File: src/rtl/decode.sv
// RV32I instruction decode stage: IF/ID register, 32x32 register file, immediate and
// control decode, load-use hazard detection, early JAL resolution and the ID/EX register.
module decode #(
    parameter int WORD_WIDTH     = 32,
    parameter int REG_ADDR_WIDTH = 5
) (
    input  logic                      clk,
    input  logic                      reset,
    input  logic                      if_valid,
    input  logic [WORD_WIDTH-1:0]     if_pc,
    input  logic [31:0]               if_ir,
    input  logic                      flush,
    input  logic                      wb_en,
    input  logic [REG_ADDR_WIDTH-1:0] wb_rd,
    input  logic [WORD_WIDTH-1:0]     wb_data,
    output logic                      bubble,
    output logic                      jal_taken,
    output logic [WORD_WIDTH-1:0]     jal_tgt,
    output logic                      id_valid,
    output logic [WORD_WIDTH-1:0]     id_pc,
    output logic [REG_ADDR_WIDTH-1:0] id_rs1,
    output logic [REG_ADDR_WIDTH-1:0] id_rs2,
    output logic [REG_ADDR_WIDTH-1:0] id_rd,
    output logic [WORD_WIDTH-1:0]     id_rs1_data,
    output logic [WORD_WIDTH-1:0]     id_rs2_data,
    output logic [WORD_WIDTH-1:0]     id_imm,
    output logic [6:0]                id_opcode,
    output logic [2:0]                id_funct3,
    output logic                      id_funct7_5,
    output logic                      id_reg_wr,
    output logic                      id_mem_rd,
    output logic                      id_mem_wr,
    output logic                      id_illegal
);

    localparam int NUM_REGS = 1 << REG_ADDR_WIDTH;

    localparam logic [6:0] OPC_LUI      = 7'b0110111;
    localparam logic [6:0] OPC_AUIPC    = 7'b0010111;
    localparam logic [6:0] OPC_JAL      = 7'b1101111;
    localparam logic [6:0] OPC_JALR     = 7'b1100111;
    localparam logic [6:0] OPC_BRANCH   = 7'b1100011;
    localparam logic [6:0] OPC_LOAD     = 7'b0000011;
    localparam logic [6:0] OPC_STORE    = 7'b0100011;
    localparam logic [6:0] OPC_OP_IMM   = 7'b0010011;
    localparam logic [6:0] OPC_OP       = 7'b0110011;
    localparam logic [6:0] OPC_MISC_MEM = 7'b0001111;
    localparam logic [6:0] OPC_SYSTEM   = 7'b1110011;

    typedef enum logic [2:0] {
        IMM_NONE = 3'd0,
        IMM_I    = 3'd1,
        IMM_S    = 3'd2,
        IMM_B    = 3'd3,
        IMM_U    = 3'd4,
        IMM_J    = 3'd5
    } imm_kind_e;

    typedef struct packed {
        logic                      valid;
        logic [WORD_WIDTH-1:0]     pc;
        logic [REG_ADDR_WIDTH-1:0] rs1;
        logic [REG_ADDR_WIDTH-1:0] rs2;
        logic [REG_ADDR_WIDTH-1:0] rd;
        logic [WORD_WIDTH-1:0]     rs1_data;
        logic [WORD_WIDTH-1:0]     rs2_data;
        logic [WORD_WIDTH-1:0]     imm;
        logic [6:0]                opcode;
        logic [2:0]                funct3;
        logic                      funct7_5;
        logic                      reg_wr;
        logic                      mem_rd;
        logic                      mem_wr;
        logic                      illegal;
    } idex_t;

    // Immediates are assembled at 32 bits and then sign-extended to the datapath width.
    function automatic logic [WORD_WIDTH-1:0] imm_gen(input logic [31:0] ir, input imm_kind_e kind);
        logic [31:0] imm32;
        case (kind)
            IMM_I:   imm32 = {{20{ir[31]}}, ir[31:20]};
            IMM_S:   imm32 = {{20{ir[31]}}, ir[31:25], ir[11:7]};
            IMM_B:   imm32 = {{20{ir[31]}}, ir[7], ir[30:25], ir[11:8], 1'b0};
            IMM_U:   imm32 = {ir[31:12], 12'h000};
            IMM_J:   imm32 = {{12{ir[31]}}, ir[19:12], ir[20], ir[30:21], 1'b0};
            default: imm32 = 32'h0000_0000;
        endcase
        return WORD_WIDTH'($signed(imm32));
    endfunction

    logic                      ifid_valid_q, ifid_valid_d;
    logic [WORD_WIDTH-1:0]     ifid_pc_q, ifid_pc_d;
    logic [31:0]               ifid_ir_q, ifid_ir_d;
    logic [WORD_WIDTH-1:0]     rf_q [NUM_REGS];
    idex_t                     idex_q, idex_d;

    logic [6:0]                opcode_s;
    logic [REG_ADDR_WIDTH-1:0] rs1_s, rs2_s, rd_s;
    logic [WORD_WIDTH-1:0]     rs1_data_s, rs2_data_s;
    logic                      writes_rd_s, dec_reg_wr_s, dec_mem_rd_s, dec_mem_wr_s, dec_illegal_s;
    logic                      use_rs1_s, use_rs2_s;
    imm_kind_e                 imm_kind_s;
    logic                      hazard_s, bubble_s, jal_taken_s, idex_kill_s;

    assign opcode_s = ifid_ir_q[6:0];
    assign rd_s     = ifid_ir_q[7 +: REG_ADDR_WIDTH];
    assign rs1_s    = ifid_ir_q[15 +: REG_ADDR_WIDTH];
    assign rs2_s    = ifid_ir_q[20 +: REG_ADDR_WIDTH];

    // Register file read with write-first bypass from writeback; x0 is hardwired to zero.
    always_comb begin
        rs1_data_s = '0;
        rs2_data_s = '0;
        if (rs1_s == '0) begin
            rs1_data_s = '0;
        end else if (wb_en && (wb_rd == rs1_s)) begin
            rs1_data_s = wb_data;
        end else begin
            rs1_data_s = rf_q[rs1_s];
        end
        if (rs2_s == '0) begin
            rs2_data_s = '0;
        end else if (wb_en && (wb_rd == rs2_s)) begin
            rs2_data_s = wb_data;
        end else begin
            rs2_data_s = rf_q[rs2_s];
        end
    end

    // Control decode: enables, immediate format and which sources the instruction reads.
    always_comb begin
        writes_rd_s   = 1'b0;
        dec_mem_rd_s  = 1'b0;
        dec_mem_wr_s  = 1'b0;
        dec_illegal_s = 1'b0;
        use_rs1_s     = 1'b0;
        use_rs2_s     = 1'b0;
        imm_kind_s    = IMM_NONE;
        if (ifid_ir_q[1:0] != 2'b11) begin
            dec_illegal_s = 1'b1;
        end else begin
            case (opcode_s)
                OPC_LUI, OPC_AUIPC: begin
                    writes_rd_s = 1'b1;
                    imm_kind_s  = IMM_U;
                end
                OPC_JAL: begin
                    writes_rd_s = 1'b1;
                    imm_kind_s  = IMM_J;
                end
                OPC_JALR: begin
                    writes_rd_s = 1'b1;
                    use_rs1_s   = 1'b1;
                    imm_kind_s  = IMM_I;
                end
                OPC_BRANCH: begin
                    use_rs1_s  = 1'b1;
                    use_rs2_s  = 1'b1;
                    imm_kind_s = IMM_B;
                end
                OPC_LOAD: begin
                    writes_rd_s  = 1'b1;
                    dec_mem_rd_s = 1'b1;
                    use_rs1_s    = 1'b1;
                    imm_kind_s   = IMM_I;
                end
                OPC_STORE: begin
                    dec_mem_wr_s = 1'b1;
                    use_rs1_s    = 1'b1;
                    use_rs2_s    = 1'b1;
                    imm_kind_s   = IMM_S;
                end
                OPC_OP_IMM: begin
                    writes_rd_s = 1'b1;
                    use_rs1_s   = 1'b1;
                    imm_kind_s  = IMM_I;
                end
                OPC_OP: begin
                    writes_rd_s = 1'b1;
                    use_rs1_s   = 1'b1;
                    use_rs2_s   = 1'b1;
                end
                OPC_MISC_MEM, OPC_SYSTEM: begin
                    writes_rd_s = 1'b0;
                end
                default: begin
                    dec_illegal_s = 1'b1;
                end
            endcase
        end
    end

    assign dec_reg_wr_s = writes_rd_s && (rd_s != '0);

    // A load in ID/EX whose rd feeds a used source of IF/ID must stall one cycle.
    assign hazard_s = ifid_valid_q && idex_q.valid && idex_q.mem_rd && (idex_q.rd != '0) &&
                      ((use_rs1_s && (rs1_s == idex_q.rd)) || (use_rs2_s && (rs2_s == idex_q.rd)));
    assign bubble_s    = hazard_s && !flush;
    assign jal_taken_s = ifid_valid_q && (opcode_s == OPC_JAL) && !flush && !bubble_s;
    assign idex_kill_s = flush || bubble_s || !ifid_valid_q;

    assign bubble    = bubble_s;
    assign jal_taken = jal_taken_s;
    assign jal_tgt   = ifid_pc_q + imm_gen(ifid_ir_q, IMM_J);

    // IF/ID next state: flush beats stall, stall beats the JAL wrong-path squash.
    always_comb begin
        ifid_valid_d = ifid_valid_q;
        ifid_pc_d    = ifid_pc_q;
        ifid_ir_d    = ifid_ir_q;
        if (flush) begin
            ifid_valid_d = 1'b0;
        end else if (bubble_s) begin
            ifid_valid_d = ifid_valid_q;
        end else if (jal_taken_s) begin
            ifid_valid_d = 1'b0;
        end else begin
            ifid_valid_d = if_valid;
            ifid_pc_d    = if_pc;
            ifid_ir_d    = if_ir;
        end
    end

    // ID/EX next state: a killed slot only needs its valid and enables cleared.
    always_comb begin
        idex_d = idex_q;
        if (idex_kill_s) begin
            idex_d.valid   = 1'b0;
            idex_d.reg_wr  = 1'b0;
            idex_d.mem_rd  = 1'b0;
            idex_d.mem_wr  = 1'b0;
            idex_d.illegal = 1'b0;
        end else begin
            idex_d.valid    = 1'b1;
            idex_d.pc       = ifid_pc_q;
            idex_d.rs1      = rs1_s;
            idex_d.rs2      = rs2_s;
            idex_d.rd       = rd_s;
            idex_d.rs1_data = rs1_data_s;
            idex_d.rs2_data = rs2_data_s;
            idex_d.imm      = imm_gen(ifid_ir_q, imm_kind_s);
            idex_d.opcode   = opcode_s;
            idex_d.funct3   = ifid_ir_q[14:12];
            idex_d.funct7_5 = ifid_ir_q[30];
            idex_d.reg_wr   = dec_reg_wr_s;
            idex_d.mem_rd   = dec_mem_rd_s;
            idex_d.mem_wr   = dec_mem_wr_s;
            idex_d.illegal  = dec_illegal_s;
        end
    end

    // Pipeline registers with synchronous reset.
    always_ff @(posedge clk) begin
        if (reset) begin
            ifid_valid_q <= 1'b0;
            ifid_pc_q    <= '0;
            ifid_ir_q    <= 32'h0000_0000;
            idex_q       <= '0;
        end else begin
            ifid_valid_q <= ifid_valid_d;
            ifid_pc_q    <= ifid_pc_d;
            ifid_ir_q    <= ifid_ir_d;
            idex_q       <= idex_d;
        end
    end

    // Register file write port; contents survive reset.
    always_ff @(posedge clk) begin
        if (wb_en && (wb_rd != '0)) begin
            rf_q[wb_rd] <= wb_data;
        end else begin
            rf_q[0] <= '0;
        end
    end

    assign id_valid    = idex_q.valid;
    assign id_pc       = idex_q.pc;
    assign id_rs1      = idex_q.rs1;
    assign id_rs2      = idex_q.rs2;
    assign id_rd       = idex_q.rd;
    assign id_rs1_data = idex_q.rs1_data;
    assign id_rs2_data = idex_q.rs2_data;
    assign id_imm      = idex_q.imm;
    assign id_opcode   = idex_q.opcode;
    assign id_funct3   = idex_q.funct3;
    assign id_funct7_5 = idex_q.funct7_5;
    assign id_reg_wr   = idex_q.reg_wr;
    assign id_mem_rd   = idex_q.mem_rd;
    assign id_mem_wr   = idex_q.mem_wr;
    assign id_illegal  = idex_q.illegal;

endmodule

File: config.mk
export PLATFORM = sky130hd
export DESIGN_NAME = decode
export DESIGN_NICKNAME = d
export VERILOG_FILES = /design/src/rtl/decode.sv
export SDC_FILE = /design/constraint.sdc
export NUM_CORES = 2
export LEC_CHECK = 0
export ABC_AREA = 1
export CAP_MARGIN = 20
export CELL_PAD_IN_SITES_DETAIL_PLACEMENT = 1
export CELL_PAD_IN_SITES_GLOBAL_PLACEMENT = 1
export CORE_MARGIN = 2
export CORE_UTILIZATION = 34
export CTS_BUF_LIST = sky130_fd_sc_hd__clkbuf_8 sky130_fd_sc_hd__clkbuf_16
export DETAILED_ROUTE_END_ITERATION = 16
export DONT_BUFFER_PORTS = 1
export PLACE_DENSITY_LB_ADDON = 0.12
export REMOVE_ABC_BUFFERS = 1
export SLEW_MARGIN = 0
export SYNTH_ARGS = -nofsm -noshare
export SYNTH_HDL_FRONTEND = slang
export SYNTH_SLANG_ARGS = --single-unit
File: constraint.sdc
create_clock -name clk -period 3.2 [get_ports clk]
set_clock_uncertainty 0.15 [all_clocks]
set_input_delay 0.48 -clock clk [delete_from_list [all_inputs] [get_ports clk]]
set_output_delay 0.48 -clock clk [all_outputs]
set_load 0.02 [all_outputs]
==> metrics.yaml <==
start_kind: "register"
mostFrequentLayoutCell: "nand2_1"
die_w_um: 440
crit_path_end_kind: "output pin"
grt_usage: 0.284
clock_path_buffers: 3
io_pins: 299
hold_class: "in -> reg"
power_mw: 41.6
worst-path-buf-inv: 5
slowest_stage: "fa_2"
grt_max_degree: 154
antenna_found_initial: 3
crit_chain: "ha_4, inv_4, fa_2, buf_6, o21ai_2, buf_4, nand4_1, nand3b_1, buf_4, xor2_2, buf_4"
slew_violations: 0
worst-path-max-fanout: 2
placedInstanceArea_um2: 69400
vias_per_cell: 5.53
insertion_delay_ns: 0.82
multiInputGateArea_um2: 24600
first_pass_iters: 5
yosysUniqueCellTypes: 40
setup_viol: 24
antenna_left: 0
crit_family: "buffers and inverters"
final_cell_mix: "nand2_1, nand3_1, edfxtp_1"
violations: "setup timing"
maxCapViolations: 0
vias: 58000
slew_headroom: 0.331
first_global_vias: 59800
regArea_um2: 35500
layout.nets: 8010
start_util: 0.343
chipHeight_um: 440
synth-seq-cells: 1258
rsz0062_at_grt: "yes"
routedWlPerCell_um: 26.8
finalCriticalPeriod_ns: 3.58
synthCells: 7779
ys.warnings.count: 0
fmaxAchievable_mhz: 279
clkSinkCount: 1258
cts_buffers: 155
syn-cell-area_um2: 64600
synth_enable_flop_cells: 1024
coreArea_um2: 188000
worstMarginPinSlew_ns: 0.996
grt_first_pass_wirelength_mm: 405
outcome: "finished, violations left"
root_buffer: "clkbuf_16"
layout-drive-gt1-share: 0.110
io_buffers: 0
first_iter_violations: 4810
overflow: 0
wl_mm: 281
hpwl_mm: 164
async_reset_ff_frac: 0
synth_ff_type: "edfxtp_1"
fill_cells: 21800
arrival_ns: 2.95
design_area_um2: 77200
yosys.area.top_type: "edfxtp_1"
setup_ws_ns: -0.379
die_area_um2: 193000
rows: 159
final_util: 0.410
gp_congestion: 0.857
htree_levels: 4
worstSetupPathType: "reg -> out"
synthTopCellsByArea: "edfxtp_1, nand2_1, nand3_1"
power_density_nw_per_um2: 539
clkTransAtPathRegs_ns: 0.06
syn2layout_area_growth_pct: 19.5
cp.required_ns: 2.57
hold_viol: 0
synth_top_area_frac: 0.476
peakVddDrop_mv: 0.403
leakagePower_nw: 31.0
slowest_delay_ns: 0.39
ys_seq_area_frac: 0.549
drc: 0
crit_path_frequent_cell: "buf_4"
cts_tree: "done"
syn_area_per_cell_um2: 8.30
period_share: 1.12
[report_power, final]
| part | internal, mW | total, mW | leakage [nW] | switching [mW] |
|---|---|---|---|---|
| registers | 18.0 | 18.3 | 10.0 | 0.281 |
| logic | 1.80 | 5.81 | 18.4 | 4.01 |
| clock network | 10.2 | 17.5 | 2.59 | 7.35 |
[path summary, 6_finish.rpt]
| check | start | to | slack [ns] | depth (start not counted) |
|---|---|---|---|---|
| worst max-delay path | ifid_pc_q[1] | jal_tgt[21] | -0.38 | 11 |
| worst min-delay path | reset | id_pc[0] | 0.008 | 2 |
| worst max register to register | ifid_ir_q[20] | id_rs2_data[6] | 0.28 | 14 |
| worst min register to register | ifid_ir_q[0] | ifid_ir_q[0] | 0.31 | 2 |
[Yosys cell counts (all sizes together), types with 2 or more instances]
library cell	number
o21ai	104
ha	30
nand2	2271
nand3b	4
o21a	3
xor2	23
nand3	1633
xnor2	4
or2	32
edfxtp	1024
dfxtp	234
nand4	12
buf	175
a41oi	4
nor2	242
a21oi	261
clkinv	2
o221ai	3
nor4	2
o21bai	3
o2111ai	2
o22ai	5
inv	996
clkbuf	350
nor3	12
a21boi	2
o211ai	342
[cell families after synthesis]
| logic type | after synthesis | synth area share |
|---|---|---|
| adders and majority gates | 31 | 0.00612 |
| and+or+nand+nor | 4208 | 0.279 |
| buffers and inverters | 1523 | 0.0915 |
| xor gates and xnor gates | 27 | 0.00366 |
| DFF | 1258 | 0.549 |
| AOI/OAI and AO/OA | 732 | 0.0710 |
[registers in the layout, indices dropped and copies added (netlist names), 3 cells and up, named ones only]
| register | cells |
|---|---|
| id_funct3 | 3 |
| id_opcode | 7 |
| rf_q | 1024 |
| id_imm | 32 |
| id_rs2_data | 32 |
| ifid_ir_q | 32 |
| id_rs1_data | 32 |
| ifid_pc_q | 32 |
| id_rd | 5 |
| id_rs2 | 5 |
| id_pc | 32 |
| id_rs1 | 5 |
[per-layer routing]
metal / track usage / vias to the layer above / part of all wire
li1: - / 26100 / -
met1: 0.376 / 29500 / 0.43
met3: 0.0406 / 486 / 0.058
met2: 0.469 / 1884 / 0.47
met5: 0 / - / 0
met4: 0.108 / 0 / 0.037
[stage by stage]
stage          TNS [ns]  worst slack, ns  std cells  hold slack, ns
2_1_floorplan  -2891.17           -21.08       7254           0.289
3_3_place_gp          0            0.159      10100           0.299
3_5_place_dp          0            0.189      10100           0.307
4_1_cts           -3.84           -0.347      10500         0.00692
5_1_grt           -6.78           -0.593      10500          0.0372
6_report          -3.95           -0.379      10500         0.00792
[layout make-up]
class,count,share of cell area
diodes,1,0.0000324
clock buffers,179,0.0556
clock inverters,104,0.00933
inverters,998,0.0494
multi-input cells,4998,0.319
flip-flops and latches,1258,0.461
well taps,2495,0.0405
repair buffers,462,0.0657
[repair_timing]
action,CTS,global route
pin swaps,48,48
buffers inserted,39,22
gates resized for setup,214,82
setup endpoints to repair,30,27
hold endpoints to repair,977,0
hold buffers,101,0
Note: power is estimated with default switching activity, not from simulation.
